## src/rtl/branch_resolve_predict_if.sv

```systemverilog
// branch_resolve_predict_if: pipeline <-> branch unit bundle for IF lookup and EX resolve/train
//   master (pipeline) drives if_pc, ex_valid, ex_branch, ex_func3, ex_rs1, ex_rs2, ex_pc, ex_pred_taken
//   slave (branch unit) drives if_pred_taken, ex_taken, ex_mispredict, ex_illegal, br_count, mp_count
interface branch_resolve_predict_if #(
    parameter int XLEN  = 32,
    parameter int CNT_W = 32
);
    logic [XLEN-1:0]  if_pc;
    logic             if_pred_taken;
    logic             ex_valid;
    logic             ex_branch;
    logic [2:0]       ex_func3;
    logic [XLEN-1:0]  ex_rs1;
    logic [XLEN-1:0]  ex_rs2;
    logic [XLEN-1:0]  ex_pc;
    logic             ex_pred_taken;
    logic             ex_taken;
    logic             ex_mispredict;
    logic             ex_illegal;
    logic [CNT_W-1:0] br_count;
    logic [CNT_W-1:0] mp_count;

    modport master (
        output if_pc, ex_valid, ex_branch, ex_func3, ex_rs1, ex_rs2, ex_pc, ex_pred_taken,
        input  if_pred_taken, ex_taken, ex_mispredict, ex_illegal, br_count, mp_count
    );

    modport slave (
        input  if_pc, ex_valid, ex_branch, ex_func3, ex_rs1, ex_rs2, ex_pc, ex_pred_taken,
        output if_pred_taken, ex_taken, ex_mispredict, ex_illegal, br_count, mp_count
    );
endinterface

```

## src/rtl/branch_resolve_predict.sv

```systemverilog
// branch_resolve_predict: RV32I branch resolve in EX plus direct-mapped 2-bit BHT predictor for IF
//   clk  rising-edge clock
//   rst  asynchronous active-high reset (BHT -> weak-NT, statistics -> 0)
//   bus  slave side of branch_resolve_predict_if (IF lookup, EX resolve/train, statistics)
module branch_resolve_predict #(
    parameter int XLEN        = 32,
    parameter int BHT_ENTRIES = 16,
    parameter int IDX_LSB     = 2,
    parameter int CNT_W       = 32
) (
    input  logic                    clk,
    input  logic                    rst,
    branch_resolve_predict_if.slave bus
);
    localparam int IW = $clog2(BHT_ENTRIES);

    logic [1:0]    bht [BHT_ENTRIES];
    logic [IW-1:0] if_idx, ex_idx;
    logic          reserved, eq, lt, ltu, cond, resolve, train;
    logic [1:0]    cur;

    // only the index slice of each PC is consumed; the sink keeps the rest lint-visible
    logic unused_pc_bits;
    assign unused_pc_bits = ^{bus.if_pc, bus.ex_pc};

    assign if_idx = bus.if_pc[IDX_LSB +: IW];
    assign ex_idx = bus.ex_pc[IDX_LSB +: IW];

    // func3[2] selects relational vs equality, func3[1] unsigned, func3[0] inverts the sense
    assign reserved = bus.ex_func3[2:1] == 2'b01;
    assign eq       = bus.ex_rs1 == bus.ex_rs2;
    assign lt       = $signed(bus.ex_rs1) < $signed(bus.ex_rs2);
    assign ltu      = bus.ex_rs1 < bus.ex_rs2;
    assign cond     = (bus.ex_func3[2] ? (bus.ex_func3[1] ? ltu : lt) : eq) ^ bus.ex_func3[0];

    assign resolve           = bus.ex_valid & bus.ex_branch;
    assign train             = resolve & ~reserved;
    assign bus.ex_taken      = train & cond;
    assign bus.ex_illegal    = resolve & reserved;
    assign bus.ex_mispredict = train & (bus.ex_taken != bus.ex_pred_taken);

    // lookup sees pre-edge contents; a same-cycle update is deliberately not bypassed
    assign bus.if_pred_taken = bht[if_idx][1];
    assign cur               = bht[ex_idx];

    always_ff @(posedge clk or posedge rst) begin
        if (rst) begin
            for (int i = 0; i < BHT_ENTRIES; i++) bht[i] <= 2'b01;
            bus.br_count <= '0;
            bus.mp_count <= '0;
        end else if (train) begin
            bht[ex_idx]  <= bus.ex_taken ? (cur == 2'b11 ? cur : cur + 2'b01)
                                         : (cur == 2'b00 ? cur : cur - 2'b01);
            bus.br_count <= bus.br_count + 1'b1;
            bus.mp_count <= bus.mp_count + {{(CNT_W-1){1'b0}}, bus.ex_mispredict};
        end
    end
endmodule

```

## src/flat_wrapper.sv

```systemverilog
// flat-port wrapper written by rule: the top's interface ports become plain ports
module branch_resolve_predict_flat 
#(
    parameter int XLEN        = 32,
    parameter int BHT_ENTRIES = 16,
    parameter int IDX_LSB     = 2,
    parameter int CNT_W       = 32
)
  (clk, rst, bus_if_pc, bus_ex_valid, bus_ex_branch, bus_ex_func3, bus_ex_rs1, bus_ex_rs2, bus_ex_pc, bus_ex_pred_taken, bus_if_pred_taken, bus_ex_taken, bus_ex_mispredict, bus_ex_illegal, bus_br_count, bus_mp_count);
  branch_resolve_predict_if #(.XLEN(XLEN), .CNT_W(CNT_W)) bus_i ();
  input  logic clk;
  input  logic rst;
  input wire logic [$bits(bus_i.if_pc)-1:0] bus_if_pc;
  input wire logic [$bits(bus_i.ex_valid)-1:0] bus_ex_valid;
  input wire logic [$bits(bus_i.ex_branch)-1:0] bus_ex_branch;
  input wire logic [$bits(bus_i.ex_func3)-1:0] bus_ex_func3;
  input wire logic [$bits(bus_i.ex_rs1)-1:0] bus_ex_rs1;
  input wire logic [$bits(bus_i.ex_rs2)-1:0] bus_ex_rs2;
  input wire logic [$bits(bus_i.ex_pc)-1:0] bus_ex_pc;
  input wire logic [$bits(bus_i.ex_pred_taken)-1:0] bus_ex_pred_taken;
  output wire logic [$bits(bus_i.if_pred_taken)-1:0] bus_if_pred_taken;
  output wire logic [$bits(bus_i.ex_taken)-1:0] bus_ex_taken;
  output wire logic [$bits(bus_i.ex_mispredict)-1:0] bus_ex_mispredict;
  output wire logic [$bits(bus_i.ex_illegal)-1:0] bus_ex_illegal;
  output wire logic [$bits(bus_i.br_count)-1:0] bus_br_count;
  output wire logic [$bits(bus_i.mp_count)-1:0] bus_mp_count;
  assign bus_i.if_pc = bus_if_pc;
  assign bus_i.ex_valid = bus_ex_valid;
  assign bus_i.ex_branch = bus_ex_branch;
  assign bus_i.ex_func3 = bus_ex_func3;
  assign bus_i.ex_rs1 = bus_ex_rs1;
  assign bus_i.ex_rs2 = bus_ex_rs2;
  assign bus_i.ex_pc = bus_ex_pc;
  assign bus_i.ex_pred_taken = bus_ex_pred_taken;
  assign bus_if_pred_taken = bus_i.if_pred_taken;
  assign bus_ex_taken = bus_i.ex_taken;
  assign bus_ex_mispredict = bus_i.ex_mispredict;
  assign bus_ex_illegal = bus_i.ex_illegal;
  assign bus_br_count = bus_i.br_count;
  assign bus_mp_count = bus_i.mp_count;
  branch_resolve_predict #(.XLEN(XLEN), .BHT_ENTRIES(BHT_ENTRIES), .IDX_LSB(IDX_LSB), .CNT_W(CNT_W)) u_core (.clk(clk), .rst(rst), .bus(bus_i));
endmodule
```

## config.mk

```make
export PLATFORM = sky130hd
export DESIGN_NAME = branch_resolve_predict_flat
export DESIGN_NICKNAME = d
export VERILOG_FILES = /design/src/rtl/branch_resolve_predict_if.sv /design/src/rtl/branch_resolve_predict.sv /design/src/flat_wrapper.sv
export SDC_FILE = /design/constraint.sdc
export NUM_CORES = 1
export LEC_CHECK = 0
export ABC_CLOCK_PERIOD_IN_PS = 9100
export CAP_MARGIN = 25
export CORE_ASPECT_RATIO = 0.8
export CORE_MARGIN = 8
export CORE_UTILIZATION = 49
export DETAILED_ROUTE_END_ITERATION = 10
export PLACE_DENSITY = 0.88
export SETUP_SLACK_MARGIN = 0.02
export SYNTH_ARGS = -nofsm -noshare
export SYNTH_HDL_FRONTEND = slang
export SYNTH_SLANG_ARGS = --single-unit
```

## constraint.sdc

```tcl
create_clock -name clk -period 9.1 [get_ports clk]
set_clock_uncertainty 0.15 [all_clocks]
set_input_delay 2.275 -clock clk [delete_from_list [all_inputs] [get_ports clk]]
set_output_delay 2.275 -clock clk [all_outputs]
set_load 0.005 [all_outputs]
```

==> results.toml <==
[die]
die_h_um = 112
ioPinCount = 204
core.rowCount = 35
die_w_um = 136
dieArea_um2 = 15200
start_util_pct = 49.5
floorplan.core_area_um2 = 11300

[placement]
place.gp.congestion = 0.866
dpl.hpwl_um = 11900
placedInstanceArea_um2 = 7200
io_buffers = 147
preCtsSetupSlack_ps = 1040
dp_cells = 860

[worst_setup_path]
cp.arrival_ps = 5750
worst-endpoint-required_ps = 6680
critPathKind = "in -> out"
crit_chain = "clkdlybuf4s50_1, inv_1, ha_1, nand4_1, nor4_1, and3_1, o31ai_1, a41o_1, o31ai_1, clkdlybuf4s50_1"
slowest_delay_ps = 870
crit_fanout = 5
start_kind = "input pin"
critPathBufInv = 3
slowest_stage = "nor4_1"
critical-path-top-delay-family = "simple AND/OR/NAND/NOR gates"
end_kind = "primary output"

[timing]
hold_viol = 0
fmax_mhz = 122
fin_crit_sh_pct = 89.8
period_minus_slack_ps = 8170
worst_pin_slew_ps = 968
slew_violations = 0
tns_ps = 0
whs_ps = 317
max_slew_margin_pct = 34.8
setup_violations = 0
rsz0062_at_grt = "no"
setup_ws_ps = 926

[synth]
yosysTopAreaCell = "dfrtp_1"
ys_seq_area_share_pct = 43.1
ys_top_cells_by_area = "dfrtp_1 36%, ha_1 7.8%, dfstp_2 7.5%"
ys_dominant_reg_cell = "dfrtp_1"
synth_edf_count = 0
synth_cells = 578
synth_warnings = 0
ys_ff_latch = 96
synthesis.nets = 749
yosys.area.top_type_share_pct = 35.6
synth.distinct_cells = 49
async_reset_ff_share_pct = 100
syn_area_um2 = 5620
syn_avg_cell_area_um2 = 9.72

[cells_and_area]
final_common_cell = "clkdlybuf4s50_1"
n_fill_cell = 837
fin_area_um2 = 7500
final_core_util_pct = 66.2
area_growth_pct = 33.6
antennaDiodeCount = 0
final_cell_mix = "147 x clkdlybuf4s50_1, 80 x dfrtp_1, 72 x nor2_1"
finalNonFillerCells = 876
drive_gt1_share_pct = 8.65
fin_nets = 894

[job]
cap_violations = 0

[routing]
vias = 4855
ant_nets = 0
drtIter0Drc = 292
drc = 0
wl_per_cell_um = 17.3
drtPass1Iterations = 5
via_per_inst = 5.54
wirelength_um = 15100

[power]
comb_power_share_pct = 22.2
switchingPower_mw = 0.321
sw_frac_of_total_pct = 27.1
peakVddDrop_mv = 0.123
power.density_nw_per_um2 = 158
p_leak_nw = 3.32
pwr-share-clk_pct = 32.4
power_frac_seq_pct = 45.4
internal_power_mw = 0.862
total_power_mw = 1.18

[min_path]
hold_class = "reg -> reg"

[clock_tree]
cts_hold_buf = 0
post_cts_buffers = 0
cts_buffers = 9
cts_resized = 0
clk_latency_ps = 340
cts_tree = "built"
clock_path_buffers = 2
clock_sinks = 96
cts_max_level = 3
clk_pin_slew_ps = 60
cts_root_buffer = "clkbuf_16"

[global_route]
grt_pass1_vias = 4967
grt_max_degree = 75
grt_remaining_overflow = 0
grt_use_total_pct = 19.8
grt_pass1_wl_um = 24500
antenna_found_initial = 0

[run_status]
status = "finished clean"
[cell usage after synthesis (all sizes together), types with 5 or more instances]
cell and number:
and3 10, nand4 22, ha 35, nor4 6
xor2 19, dfstp 16, xnor2 42, inv 47
o21ai 7, clkbuf 7, mux4 15, dfrtp 80
nand3 27, a31oi 10, nor2 72, a21oi 41
nor3 15, nor2b 5, buf 8, a2bb2oi 6
nand2 53
[power by group through the flow]
stage	clock network (mW)	logic (mW)	registers, mW
CTS	0.392	0.264	0.535
floorplan	0	0.161	0.529
finish	0.383	0.262	0.537
global placement	0	0.252	0.537
global route	0.411	0.289	0.543
detailed placement	0	0.263	0.542
[layout make-up]
cell class              count  area [um2]  area share (%)
multi-input cells         420        2920            39.0
flip-flops and latches     96        2420            32.3
clock buffers              12         256            3.42
clock inverters             4        51.3           0.684
well taps                 148         185            2.47
repair buffers            149        1490            19.8
inverters                  47         178            2.37
[routing by layer]
| layer | vias to the layer above | track usage (%) | wire (um) |
|---|---|---|---|
| li1 | 2304 | - | - |
| met1 | 2395 | 24.0 | 6270 |
| met2 | 134 | 34.3 | 7830 |
| met3 | 22 | 4.59 | 820 |
| met4 | 0 | 5.61 | 213 |
| met5 | - | 0 | 0 |
[final timing paths]
path / cells past startpoint / slack, ps / startpoint / endpoint
worst max-delay path: 10 / 930 / bus_ex_rs2[13] / bus_ex_mispredict
worst min-delay path: 1 / 320 / u_core.bus.mp_count[31] / u_core.bus.mp_count[31]
worst max register to register: 7 / 6470 / u_core.bus.br_count[3] / u_core.bus.br_count[29]
worst min register to register: 1 / 320 / u_core.bus.mp_count[31] / u_core.bus.mp_count[31]
max in group asynchronous: 3 / 5470 / rst / u_core.bht[17]
min in group asynchronous: 2 / 2080 / rst / u_core.bus.br_count[31]
[cell families (layout without fill, tap and decap cells)]
logic type                 count (synthesis)  after routing  share of synthesized area (%)
AOI/OAI and AO/OA                         80             80                           8.84
xor gates and xnor gates                  61             61                           9.51
adders and majority gates                 35             35                           7.80
buffers and inverters                     62            212                           4.81
DFF                                       96             96                           43.1
muxes                                     15             15                           6.01
and+or+nand+nor                          229            229                           19.9
[registers in the layout, indices dropped and copies added, names as in the netlist]
name and flops:
u_core.bht 32, u_core.bus.br_count 32, u_core.bus.mp_count 32
No activity file was read; power rests on OpenSTA's default activity.
